### config.mk
export PLATFORM = sky130hd
export DESIGN_NAME = qsn_merge_pipe
export DESIGN_NICKNAME = d
export VERILOG_FILES = /design/src/rtl/qsn_merge_pipe.sv
export SDC_FILE = /design/constraint.sdc
export NUM_CORES = 1
export LEC_CHECK = 0
export ABC_AREA = 1
export CAP_MARGIN = 20
export CORE_MARGIN = 5
export CORE_UTILIZATION = 42
export DETAILED_ROUTE_END_ITERATION = 8
export GPL_TIMING_DRIVEN = 1
export PLACE_DENSITY = 0.75
export SETUP_SLACK_MARGIN = 0.3
export SLEW_MARGIN = 30
export SYNTH_ARGS = -nofsm -noshare
export SYNTH_HDL_FRONTEND = slang
export SYNTH_SLANG_ARGS = --single-unit
### constraint.sdc
create_clock -name sys_clk -period 1.3 [get_ports sys_clk]
set_input_delay 0.13 -clock sys_clk [delete_from_list [all_inputs] [get_ports sys_clk]]
set_output_delay 0.13 -clock sys_clk [all_outputs]
set_load 0.01 [all_outputs]
### src/rtl/qsn_merge_pipe.sv
// qsn_merge_pipe: QSN merge stage (left/right shift paths -> one row) behind a valid/ready skid buffer with a saturating merge count.
module qsn_merge_pipe #(
  parameter int PC    = 5,
  parameter int QUAN  = 4,
  parameter int CNT_W = 16
) (
  input  logic                   sys_clk,
  input  logic                   rst,
  input  logic                   in_valid,
  output logic                   in_ready,
  input  logic [(PC-1)*QUAN-1:0] left_in,
  input  logic [PC*QUAN-1:0]     right_in,
  input  logic [PC-2:0]          sel,
  output logic                   out_valid,
  input  logic                   out_ready,
  output logic [PC*QUAN-1:0]     sw_out,
  output logic [CNT_W-1:0]       merge_cnt
);
  logic [PC*QUAN-1:0] w_merged;
  logic [PC*QUAN-1:0] r_m;
  logic [PC*QUAN-1:0] r_s;
  logic               r_m_valid;
  logic               r_s_valid;
  logic [CNT_W-1:0]   r_cnt;
  logic               w_acc;
  logic               w_fire;
  always_comb begin
    w_merged = '0;
    for (int i = 0; i < PC-1; i++)
      w_merged[i*QUAN +: QUAN] = sel[i] ? left_in[i*QUAN +: QUAN] : right_in[(PC-1-i)*QUAN +: QUAN];
    w_merged[(PC-1)*QUAN +: QUAN] = right_in[QUAN-1:0];
  end
  assign in_ready  = !r_s_valid;
  assign out_valid = r_m_valid;
  assign sw_out    = r_m;
  assign merge_cnt = r_cnt;
  assign w_acc     = in_valid && in_ready;
  assign w_fire    = r_m_valid && out_ready;
  // M refills whenever it is empty or draining; the skid slot only catches a row accepted during a stall.
  always_ff @(posedge sys_clk) begin
    if (rst) begin
      r_m       <= '0;
      r_s       <= '0;
      r_m_valid <= 1'b0;
      r_s_valid <= 1'b0;
      r_cnt     <= '0;
    end else begin
      if (!r_m_valid || w_fire) begin
        if (r_s_valid) begin
          r_m       <= r_s;
          r_s_valid <= 1'b0;
        end else if (w_acc) begin
          r_m       <= w_merged;
          r_m_valid <= 1'b1;
        end else begin
          r_m_valid <= 1'b0;
        end
      end else if (w_acc) begin
        r_s       <= w_merged;
        r_s_valid <= 1'b1;
      end
      if (w_fire && r_cnt != {CNT_W{1'b1}})
        r_cnt <= r_cnt + 1'b1;
    end
  end
endmodule

==> summary.md, run 1 <==
| Metric | Value |
|---|---|
| Status | finished, violations left |
| Failing checks | setup timing |
| Wire per inst | roughly 15 um |
| Delay-heaviest family, CP | simple AND/OR/NAND/NOR gates |
| Initial Utilization | 0.433 |
| Synthesized instance count | roughly 400 |
| Overflow after GRT | 0 |
| Overall routing resource usage | 0.209 |
| Drt first pass iters | 5 |
| RSZ-0062 raised after global routing | yes |
| Placed insts | 576 |
| Fin nets | approximately 580 |
| Post-Syn Nets | roughly 450 |
| Worst Path Max Fanout | 5 |
| Total CTS buffers | 9 |
| Switching power | ~1.2 mW |
| Area of the core | roughly 0.0063 mm2 |
| Multi-input logic area | between 0.0015 and 0.002 mm2 |
| Starting DRC count in detailed routing | 158 |
| Number of global-route vias before repair | roughly 3.0k |
| Sequential share of power | 0.469 |
| Max stage delay cell, worst path | dfxtp_2 |
| Row Count | 29 |
| Tightest Pin Transition | approximately 0.32 ns |
| Via density | 5.29 |
| Num Clock Sinks | 58 |
| Fmax | ~740 MHz |
| Clk root buf | clkbuf_8 |
| Synth warnings | 0 |
| PwrDens | 844 mW/mm2 |
| Pleak | 2.06 nW |
| Via count | 3248 |
| Top-level I/O count | a little over 80 |
| Relative slew slack | 0.783 |
| Crit path top cell by count | nand2_4 |
| Die W | slightly above 90 um |
| FILL cells | about 450 |
| Post-Syn Area | 0.00275 mm2 |
| Internal | between 2 and 3 mW |
| Setup ws final | -0.0559 ns |
| Die height | between 90 and 100 um |
| Max Root-Sink Buffers | 2 |
| # diodes | 0 |
| Commonest cells post-synth | 90 x nand2_1, 75 x nor2_1, 58 x dfxtp_1, 57 x o21ai_0, 28 x inv_1 |
| Fraction of registers with async set/reset | 0 |
| Number of max-cap violations | 0 |
| Crit end category | register |
| Layout Cell Area excl Fill | approximately 0.0048 mm2 |
| Die area | between 0.008 and 0.009 mm2 |
| Post-synth top area share | 0.422 |
| Bufs and invs on worst path | 0 |
| Startpoint Class | register |
| Total Wirelength | approximately 9400 um |
| Detail Route Antenna Nets | 0 |
| H-tree Lvls | 3 |
| Hold WC Path Type | input pin to register |
| Critical path arrival | ~1.6 ns |
| CTS tree | built |
| Final Non-Filler Cells | slightly above 600 |
| Final hold violations | 0 |
| Crit-path cells | nand2_4, nor2_4, nand2_4, o21ai_4, nand2_2, a21oi_2 |
| Reg area | between 0.001 and 0.0015 mm2 |
| Clock Pin Slew Worst Setup and Hold Paths | ~0.070 ns |
| Final Cycle Share | 1.04 |
| Setup violators final | 7 |
| Post-DP Area | roughly 0.0040 mm2 |
| Initial antenna violation count | 0 |
| DP HPWL | roughly 5700 um |
| Yosys top cell by area | dfxtp_1 |
| Predominant post-synthesis flop cell | dfxtp_1 |
| CP Data Required Time | approximately 1.6 ns |
| Hold_ws | just over 0.4 ns |
| WS Path Type | register to register |
| Synth-to-layout area growth | 75.9% |
| Yosys cell types | 28 |
| Comb power frac | 0.188 |
| Final min period | 1.36 ns |
| Setup Skew | around 0.0086 ns |
| Layout cells sized above 1 | 0.421 |
| Largest net degree at the start of global routing | 40 |
| Synth Area per Inst | around 6.9 um2 |
| VDD IR max | 0.748 mV |
| Top cells by area, synth | dfxtp_1 42%, nand2_1 12%, o21ai_0 10% |
| Slew Viols, Final | 0 |
| GP Congestion | approximately 0.81 |
| Max incr delay on CP | roughly 0.36 ns |
| Clk pwr share | 0.343 |
| Sequential area share after synthesis | 0.422 |
| Clock Latency Late Sink | approximately 0.34 ns |
| First-pass GRT wire length | around 14000 um |
| Switching share of total power | 0.283 |
| DRC Markers | 0 |
| Number of synthesized register bits | just under 60 |
| EDFF count, synth | 0 |
| Top-count cell post-synth | nand2_1 |
| Port Buf Inserts | a little over 80 |
[registers in the layout (all words and copies together), names as in the netlist]
name       count
r_s           20
r_s_valid      1
out_valid      1
merge_cnt     16
sw_out        20
[worst min-delay path, cell delays in order]
cell and delay, ns:
clkdlybuf4s50_1 0.44, nand2_1 0.08, a31oi_1 0.07
[through the flow]
step	power, mW	setup WS [ns]	util	TNS, ns
after global placement	2.60	-0.272	0.631	-5.31
after global routing	4.26	-0.113	0.762	-1.07
after CTS	3.98	0.0182	0.693	0
final	4.08	-0.0559	0.762	-0.149
after detailed placement	2.61	-0.286	0.631	-7.43
after floorplan	2.25	0.0877	-	0
[path summary, 6_finish.rpt]
path / startpoint / end / slack, ns / cells past startpoint
setup reg to reg: merge_cnt[5] / merge_cnt[3] / -0.06 / 6
setup / recovery: merge_cnt[5] / merge_cnt[3] / -0.06 / 6
hold / removal: right_in[0] / sw_out[16] / 0.42 / 3
hold reg to reg: r_s[15] / r_s[15] / 0.47 / 2
[cell usage in the layout (no fill, tap or decap), types with 13 or more instances in the layout]
cell,count
nor2_4,27
nor2_1,43
o21ai_0,18
clkdlybuf4s50_1,43
inv_1,21
o21ai_1,33
buf_6,34
dfxtp_1,37
buf_4,27
buf_2,22
nor2_2,13
a31oi_1,15
nand2_1,82
[power by group through the flow]
stage	sequential, mW	combinational [mW]	clock (mW)
2_1_floorplan	1.98	0.275	0
3_3_place_gp	1.95	0.644	0
3_5_place_dp	1.95	0.658	0
4_1_cts	1.91	0.658	1.40
5_1_grt	1.92	0.837	1.50
6_report	1.91	0.768	1.40
[cell type report]
| class | count | area share |
|---|---|---|
| inverters | 28 | 0.0248 |
| clock buffers | 12 | 0.0279 |
| repair buffers | 138 | 0.282 |
| multi-input cells | 297 | 0.391 |
| flip-flops and latches | 58 | 0.250 |
| clock inverters | 4 | 0.00414 |
| well taps | 77 | 0.0199 |
[timing repair]
item	4_1_cts	5_1_grt
resized for setup	219	81
hold buffers	0	0
gates cloned	2	2
hold endpoints to repair	0	0
pin swaps	19	34
buffers inserted	8	10
endpoints found under the setup margin	94	76
[cell families after synthesis]
family	Yosys count	share of synthesized area
flops	58	0.422
buf+inv	46	0.0678
fa+ha+maj	1	0.00455
xor+xnor	2	0.00637
compound gates	94	0.188
simple gates	200	0.311
[routing by layer]
layer	global-route usage	vias to the layer above	share of wire
li1	-	1587	-
met1	0.240	1515	0.39
met2	0.370	117	0.51
met3	0.0533	29	0.070
met4	0.0782	0	0.039
met5	0	-	0
(Power assumes the default switching activity.)
==> run 2: changes to the inputs <==
--- a/config.mk
+++ b/config.mk
@@ -13,6 +13,7 @@
 export GPL_TIMING_DRIVEN = 1
 export PLACE_DENSITY = 0.75
 export SETUP_SLACK_MARGIN = 0.3
+export SKIP_LAST_GASP = 1
 export SLEW_MARGIN = 30
 export SYNTH_ARGS = -nofsm -noshare
 export SYNTH_HDL_FRONTEND = slang
==> run 2 against run 1 <==
  * The run still ends with setup timing left
  * Clock power about the same
  * Via count decreased by 1.3%
  * Clock skew decreased by 0.0045 ns
  * Total power decreased by 1.7%
  * Wire length decreased by 1.9%
  * Die area unchanged
  * Register-to-register slack about the same
  * Sequential cell count unchanged
  * Global-route usage unchanged
  * Critical path type unchanged
==> summary.md, run 2 (synthesized netlist as in run 1, its figures left out) <==
| Metric | Value |
|---|---|
| GP Congestion | ~0.8 |
| Port Buf Inserts | between 80 and 90 |
| Die W | roughly 90 um |
| Row Count | 29 |
| PwrDens | ~860 mW/mm2 |
| Layout cells sized above 1 | 0.387 |
| CTS tree | built |
| DRC Markers | 0 |
| Starting DRC count in detailed routing | about 160 |
| Clock Latency Late Sink | about 0.33 ns |
| Number of global-route vias before repair | a little over 3k |
| Detail Route Antenna Nets | 0 |
| VDD IR max | about 0.6 mV |
| Synth-to-layout area growth | 69.8% |
| Max Root-Sink Buffers | 2 |
| Placed insts | 576 |
| Tightest Pin Transition | 0.337 ns |
| Post-cts hold buffer count | 0 |
| Final hold violations | 0 |
| Fmax | roughly 740 MHz |
| Total Wirelength | approximately 9000 um |
| Failing checks | setup timing |
| Setup ws final | -0.0456 ns |
| Final Non-Filler Cells | 614 |
| Worst Path Max Fanout | 5 |
| Final Cycle Share | 1.04 |
| Pre-CTS setup slack | -0.286 ns |
| Commonest non-fill, non-tap cells in the layout | 82 x nand2_1, 53 x nor2_1, 43 x clkdlybuf4s50_1, 37 x dfxtp_1 |
| Drt first pass iters | 5 |
| Number of max-cap violations | 0 |
| Commonest non-fill, non-tap cell in the layout | nand2_1 |
| Top-level I/O count | 82 |
| Wire per inst | ~15 um |
| Critical R2R Launch | merge_cnt[6] |
| Hold endpoint | sw_out[16] |
| Startpoint Class | register |
| Initial antenna violation count | 0 |
| Setup Skew | between 0.004 and 0.005 ns |
| WS Path Type | register to register |
| Worst R2R Path Depth | 6 |
| Hold_ws | 0.417 ns |
| Hold_sp | right_in[0] |
| Setup slack, reg-to-reg | -0.05 ns |
| CP Data Required Time | 1.56 ns |
| Die area | approximately 0.0083 mm2 |
| H-tree Lvls | 3 |
| Finished Core Util | 0.735 |
| Crit end category | register |
| Area of the core | about 0.0063 mm2 |
| Via density | around 5.2 |
| Clk root buf | clkbuf_8 |
| Total CTS buffers | 9 |
| Overflow after GRT | 0 |
| Relative slew slack | 0.773 |
| RSZ-0062 raised after global routing | yes |
| Critical path arrival | around 1.6 ns |
| Pleak | 2.03 nW |
| # diodes | 0 |
| Final min period | between 1 and 1.5 ns |
| Status | finished, violations left |
| DP HPWL | 5680 um |
| First-pass GRT wire length | 14200 um |
| Via count | roughly 3.2k |
| Hold depth | 3 |
| Clock Pin Slew Worst Setup and Hold Paths | around 0.070 ns |
| Setup violators final | 6 |
| Initial Utilization | 0.433 |
| Overall routing resource usage | 0.209 |
| Fin nets | a little under 600 |
| Num Clock Sinks | 58 |
| Die height | between 90 and 100 um |
| Hold WC Path Type | input pin to register |
| R2r endpoint | merge_cnt[3] |
| Largest net degree at the start of global routing | 40 |
| Slew Viols, Final | 0 |
[run 2: layout make-up]
cell class	count	area, um2
clock inverters	4	20.0
clock buffers	12	135
flip-flops and latches	58	1200
multi-input cells	297	1720
fillers	474	1680
well taps	77	96.3
repair buffers	138	1370
inverters	28	120
[run 2: timing repair]
item                       4_1_cts  5_1_grt
resized for setup              219       48
setup endpoints to repair       94       76
pin swaps                       19       29
setup buffers                    8       10
gates cloned                     2        2
[run 2: layer usage]
layer  part of all wire  wire, um  GRT usage  vias to the layer above
li1                   -         -          -                     1580
met1               0.39      3650      0.240                     1476
met2               0.50      4590      0.370                      125
met3              0.076       707     0.0533                       26
met4              0.033       308     0.0782                        0
met5                  0         0          0                        -
[run 2: per-stage QoR]
stage          power, mW  cell area, um2  setup TNS (ns)
2_1_floorplan       2.25            2910               0
3_3_place_gp        2.60            4010           -5.31
3_5_place_dp        2.61            4010           -7.43
4_1_cts             3.98            4400               0
5_1_grt             4.23            4670           -1.21
6_report            4.01            4670          -0.114
[run 2: where the power goes]
part	total, mW	leakage [nW]	internal (mW)	switching, mW
Sequential	1.91	0.486	1.86	0.0537
Clock	1.39	0.0839	0.680	0.708
Combinational	0.715	1.46	0.371	0.344
[run 2: worst max path at each step]
stage                     slack [ns]       endpoint          from  depth (start not counted)
after floorplan                 0.09  merge_cnt[10]  merge_cnt[1]                          7
after global placement         -0.27  merge_cnt[14]     out_ready                          8
after detailed placement       -0.29   merge_cnt[6]     out_ready                          8
after CTS                       0.02   merge_cnt[9]  merge_cnt[1]                          8
after global routing           -0.12  merge_cnt[11]  merge_cnt[9]                          9
final                          -0.05   merge_cnt[3]  merge_cnt[6]                          6
[run 2: critical path, stage by stage, from the launching register on]
cell and delay, ns:
dfxtp_4 0.38, nand2_2 0.12, nor2_4 0.17, nand2_4 0.09
o21ai_4 0.23, nand2_2 0.11, a21oi_2 0.16
